**src/rtl/seg7_pkg.sv**
```systemverilog
// Shared definitions for the 7-segment scan display: glyph table, blank glyph
// and the digit-index type.
package seg7_pkg;

    localparam logic [6:0] SEG_BLANK = 7'h00;

    typedef logic [1:0] digit_t;

    // Segment order is bit0=a .. bit6=g, active-high.
    function automatic logic [6:0] hex_glyph(input logic [3:0] nib);
        logic [6:0] g;
        case (nib)
            4'h0: g = 7'h3F;
            4'h1: g = 7'h06;
            4'h2: g = 7'h5B;
            4'h3: g = 7'h4F;
            4'h4: g = 7'h66;
            4'h5: g = 7'h6D;
            4'h6: g = 7'h7D;
            4'h7: g = 7'h07;
            4'h8: g = 7'h7F;
            4'h9: g = 7'h6F;
            4'hA: g = 7'h77;
            4'hB: g = 7'h7C;
            4'hC: g = 7'h39;
            4'hD: g = 7'h5E;
            4'hE: g = 7'h79;
            default: g = 7'h71;
        endcase
        return g;
    endfunction

endpackage

```
**src/rtl/seg7_hex_decode.sv**
```systemverilog
// Combinational nibble-to-glyph decoder (active-high segments).
module seg7_hex_decode
    import seg7_pkg::*;
(
    input  logic [3:0] nibble,
    output logic [6:0] glyph
);

    assign glyph = hex_glyph(nibble);

endmodule

```
**src/rtl/seg7_scan_display.sv**
```systemverilog
// Four-digit multiplexed hex display with frame-synchronous value reload so a
// scan never shows a mix of two values.
module seg7_scan_display
    import seg7_pkg::*;
#(
    parameter int REFRESH_DIV = 100000,
    parameter bit LZ_BLANK    = 1'b0,
    parameter bit SEG_ACT_LOW = 1'b0
) (
    input  logic        clk,
    input  logic        reset,
    input  logic [31:0] data_in,
    input  logic        sel_hi,
    input  logic        data_valid,
    output logic [6:0]  sm_duan,
    output logic [3:0]  sm_wei,
    output logic        frame_done
);

    localparam int              CNT_W    = $clog2(REFRESH_DIV);
    localparam logic [CNT_W-1:0] CNT_LAST = CNT_W'(REFRESH_DIV - 1);
    localparam logic [3:0]      WEI_POL  = {4{SEG_ACT_LOW}};
    localparam logic [6:0]      DUAN_POL = {7{SEG_ACT_LOW}};

    logic [CNT_W-1:0] cnt, cnt_next;
    digit_t           digit, digit_next;
    logic [15:0]      pending, shown, shown_next, capture_half;
    logic             tick, boundary, blank;
    logic [3:0]       nibble, wei_next;
    logic [6:0]       glyph, duan_next;

    seg7_hex_decode u_decode (
        .nibble (nibble),
        .glyph  (glyph)
    );

    // Next-state logic; outputs are derived from next-state digit/shown so the
    // output registers move on the same edge as the digit index.
    always_comb begin
        capture_half = sel_hi ? data_in[31:16] : data_in[15:0];
        tick         = (cnt == CNT_LAST);
        boundary     = tick && (digit == 2'd3);
        cnt_next     = tick ? '0 : cnt + CNT_W'(1);
        digit_next   = tick ? digit + 2'd1 : digit;
        shown_next   = shown;
        if (boundary) begin
            shown_next = data_valid ? capture_half : pending;
        end
        nibble = shown_next[3:0];
        blank  = 1'b0;
        case (digit_next)
            2'd0: begin
                nibble = shown_next[3:0];
                blank  = 1'b0;
            end
            2'd1: begin
                nibble = shown_next[7:4];
                blank  = (shown_next[15:4] == 12'h000);
            end
            2'd2: begin
                nibble = shown_next[11:8];
                blank  = (shown_next[15:8] == 8'h00);
            end
            default: begin
                nibble = shown_next[15:12];
                blank  = (shown_next[15:12] == 4'h0);
            end
        endcase
        duan_next = (LZ_BLANK && blank) ? SEG_BLANK : glyph;
        wei_next  = 4'b0001 << digit_next;
    end

    always_ff @(posedge clk or posedge reset) begin
        if (reset) begin
            cnt   <= '0;
            digit <= 2'd0;
        end else begin
            cnt   <= cnt_next;
            digit <= digit_next;
        end
    end

    always_ff @(posedge clk or posedge reset) begin
        if (reset) begin
            pending    <= 16'h0000;
            shown      <= 16'h0000;
            frame_done <= 1'b0;
            sm_wei     <= 4'b0001 ^ WEI_POL;
            sm_duan    <= 7'h3F ^ DUAN_POL;
        end else begin
            if (data_valid) begin
                pending <= capture_half;
            end
            shown      <= shown_next;
            frame_done <= boundary;
            sm_wei     <= wei_next ^ WEI_POL;
            sm_duan    <= duan_next ^ DUAN_POL;
        end
    end

endmodule

```
**config.mk**
```make
export PLATFORM = sky130hd
export DESIGN_NAME = seg7_scan_display
export DESIGN_NICKNAME = d
export VERILOG_FILES = /design/src/rtl/seg7_pkg.sv /design/src/rtl/seg7_hex_decode.sv /design/src/rtl/seg7_scan_display.sv
export SDC_FILE = /design/constraint.sdc
export NUM_CORES = 1
export LEC_CHECK = 0
export CORE_ASPECT_RATIO = 2
export CORE_MARGIN = 2
export CORE_UTILIZATION = 56
export CTS_BUF_LIST = sky130_fd_sc_hd__clkbuf_4 sky130_fd_sc_hd__clkbuf_8
export CTS_CLUSTER_SIZE = 8
export DETAILED_ROUTE_END_ITERATION = 12
export DONT_BUFFER_PORTS = 1
export GPL_TIMING_DRIVEN = 0
export PLACE_DENSITY_LB_ADDON = 0.08
export SLEW_MARGIN = 20
export SYNTH_ARGS = -nofsm -noshare
export SYNTH_HDL_FRONTEND = slang
export SYNTH_SLANG_ARGS = --single-unit
```
**constraint.sdc**
```tcl
create_clock -name clk -period 3.3 [get_ports clk]
set_clock_uncertainty 0.15 [all_clocks]
set_input_delay 0.165 -clock clk [delete_from_list [all_inputs] [get_ports clk]]
set_output_delay 0.165 -clock clk [all_outputs]
set_load 0.01 [all_outputs]
```
==> results.cfg <==
[finish]
layout.area.seq_um2 = 1590
final_cell_area_um2 = 3730
post-route-util = 0.695
n_antenna_cell = 0
nFillCells = 413
nets = 367
syn_to_final_growth_pct = 21.6
multi_input_area_um2 = 1360
drive_above_1_share = 0.196

[timing]
hold_violations = 0
setup_viol = 0
timing.final.crit_share = 0.947
whs_ps = 81.7
final_max_slew_viol_count = 0
finalSetupTns_ps = 0
fin_crit_ps = 3130
relSlewSlack = 0.704
max_freq_mhz = 320
tightest_slew_ps = 444
rsz0062_at_grt = false

[routing]
post_drt_via_cell_ratio = 5.48
antenna_left = 0
vias = 2121
wire_per_inst_um = 15.7
drc = 0
dr.first_iter.drc_count = 56
routed_wl_um = 6060
dr.pass1.iters = 4

[clocking]
insertion_delay_ps = 340
clockBufferDepth = 2
cts_tree = built
root_buffer = clkbuf_8
numCtsBuffers = 9
clk_pin_slew_worst_paths_ps = 70
cts_sinks = 63
htree_levels = 3

[critical_path]
max_stage_delay_ps = 400
crit_top_cell = ha_2
startpoint_type = flip-flop
critPathKind = flip-flop to flip-flop
r2r_slack_ps = 170
crit_arrival_ps = 3230
cpMaxStageDelayCell = dfrtp_1
crit_required_ps = 3400
reg2reg_to = sm_duan[6]
cp_max_fo = 7
path_buf_inv = 4
reg2regPathDepth = 15
cp-startpoint = cnt[0]
cp_num_cells = 15
worst_r2r_startpoint = cnt[0]
cp-endpoint = sm_duan[6]
endpoint_kind = flip-flop
worstPathCellList = ha_2 -> and4_2 -> and4_1 -> buf_6 -> nand2_4 -> buf_8 -> mux2_2 -> o22ai_1 -> or2_0 -> buf_4 -> inv_1 -> ha_2 -> mux2i_1 -> nor2_1 -> a21oi_1
cp_top_family = simple AND/OR/NAND/NOR gates

[power_and_ir_drop]
switchingPower_mw = 0.370
power_leakage_nw = 1.71
ir_worst_vdd_mv = 0.339
internal_power_mw = 1.17
pwr_density_cell_nw_per_um2 = 412
p_comb_frac = 0.097
netSwitchingFraction = 0.240
finalPower_mw = 1.54
sequentialPowerShare = 0.535
clockPowerShare = 0.368

[global_route]
grt_pass1_vias = 2144
grt_pass1_wl_um = 9890
grt-ovfl-total = 0
antenna_found_initial = 0
track_usage = 0.217
grt_max_degree = 49

[die]
io_pins = 48
initial_core_util = 0.572
core-area_um2 = 5370
fp.dieH_um = 109
fp-row-count = 38
die_area_um2 = 6130
die_w_um = 56.4

[yosys]
synth_area_leader_cell = dfrtp_1
postSynthAreaPerCell_um2 = 11.3
yosys-top-cells-area = dfrtp_1, mux2i_1, dfstp_2
synth_nets = 318
ys_seq_area_frac = 0.516
synth_area_um2 = 3070
syn_inst = 273
synth_seq_cells = 63
yosys_warnings = 0
ys_types = 39
yosys.area.top_type_share = 0.456

[run_status]
status = complete, no violations

[flow_run]
max-cap-violations = 0

[worst_hold_path]
hold_class = input port to asynchronous set/reset pin

[place]
io_buffer_count = 0
hpwl_um = 4020
gp_congestion = 0.843
placed_area_um2 = 3180
## layout by cell type (no fill, tap or decap), types with 2 or more instances in the layout
cell and n:
and3_1 4, inv_4 2, nand2_4 3, xor2_1 8
nor2_1 27, dfstp_2 7, dfrtp_1 56, clkbuf_8 9
mux2_2 9, and2_1 3, o21ai_0 10, xnor2_1 6
clkbuf_4 2, nand3_1 15, or3_1 2, clkinv_2 5
nor3_1 2, inv_1 12, a21oi_1 23, ha_2 2
ha_1 7, nand2_1 13, buf_4 6, nand4_1 9
mux2i_1 22, mux2_4 2, buf_2 4, o22ai_1 2
dlygate4sd3_1 33, clkbuf_1 4
## worst min-delay path by stage
stage / to
after floorplan: pending[6]
after global placement: pending[0]
after detailed placement: sm_wei[2]
after CTS: sm_wei[2]
after global routing: sm_wei[2]
final: sm_wei[2]
## flip-flops by register name, indices dropped and copies added, names as in the netlist
signal	cells
sm_duan	7
sm_wei	4
digit	2
shown	16
frame_done	1
pending	16
cnt	17
## per-layer routing
layer | vias up | GRT usage | wire length (µm)
met1 | 1025 | 0.228 | 2290
met3 | 16 | 0.0534 | 208
met2 | 41 | 0.385 | 3390
met4 | 0 | 0.129 | 181
met5 | - | 0 | 0
li1 | 1039 | - | -
## power by group through the flow
stage | Clock [mW] | Sequential (mW) | Combinational (mW)
2_1_floorplan | 0 | 0.833 | 0.0825
3_3_place_gp | 0 | 0.835 | 0.100
3_5_place_dp | 0 | 0.836 | 0.107
4_1_cts | 0.583 | 0.822 | 0.146
5_1_grt | 0.617 | 0.826 | 0.166
6_report | 0.567 | 0.823 | 0.148
## worst reg2reg max path, stage by stage, from the launching register on
cell,delay (ps)
dfrtp_1,400
ha_2,220
and4_2,260
and4_1,200
buf_6,140
nand2_4,110
buf_8,130
mux2_2,360
o22ai_1,130
or2_0,130
buf_4,140
inv_1,80
ha_2,220
mux2i_1,150
nor2_1,60
a21oi_1,150
## cells in the mapped netlist, drive strengths merged
library cell,number
dfrtp,56
nor2,27
a21oi,23
mux2i,23
nand2,16
inv,15
nand3,15
mux2,11
o21ai,10
buf,9
ha,9
nand4,9
xor2,8
dfstp,7
xnor2,7
and3,4
clkbuf,4
and2,3
and4,2
nor3,2
o22ai,2
or3,2
a211oi,1
a32oi,1
and4bb,1
nor3b,1
nor4b,1
nor4bb,1
o221ai,1
o32a,1
or2,1
## timing repair
item | in CTS | in global routing
endpoints found under the hold margin | 79 | 0
buffers inserted | 0 | 3
setup endpoints to repair | 2 | 6
cloned | 0 | 1
hold buffers | 33 | 0
gates resized for setup | 1 | 5
## logic make-up (layout without fill, tap and decap cells)
logic type | count (synthesis) | after routing | share of synthesized area
xor+xnor | 15 | 15 | 0.0489
flops | 63 | 63 | 0.516
compound gates | 39 | 39 | 0.0790
simple gates | 85 | 85 | 0.154
mux | 34 | 34 | 0.121
fa+ha+maj | 9 | 9 | 0.0367
buf+inv | 28 | 82 | 0.0444
## cell type report
type	count	share of cell area
Buffer	13	0.0224
Timing Repair Buffer	38	0.109
Multi-Input combinational cell	182	0.364
Inverter	15	0.0164
Sequential cell	63	0.424
Clock inverter	5	0.00670
Clock buffer	11	0.0372
Tap cell	60	0.0201
## per-stage QoR
stage / setup WS (ps) / cells
floorplan: 361 / 273
global placement: 74.1 / 333
detailed placement: 35.9 / 334
CTS: 38.6 / 383
global route: 5.92 / 387
finish: 174 / 387
(Power assumes the default switching activity.)
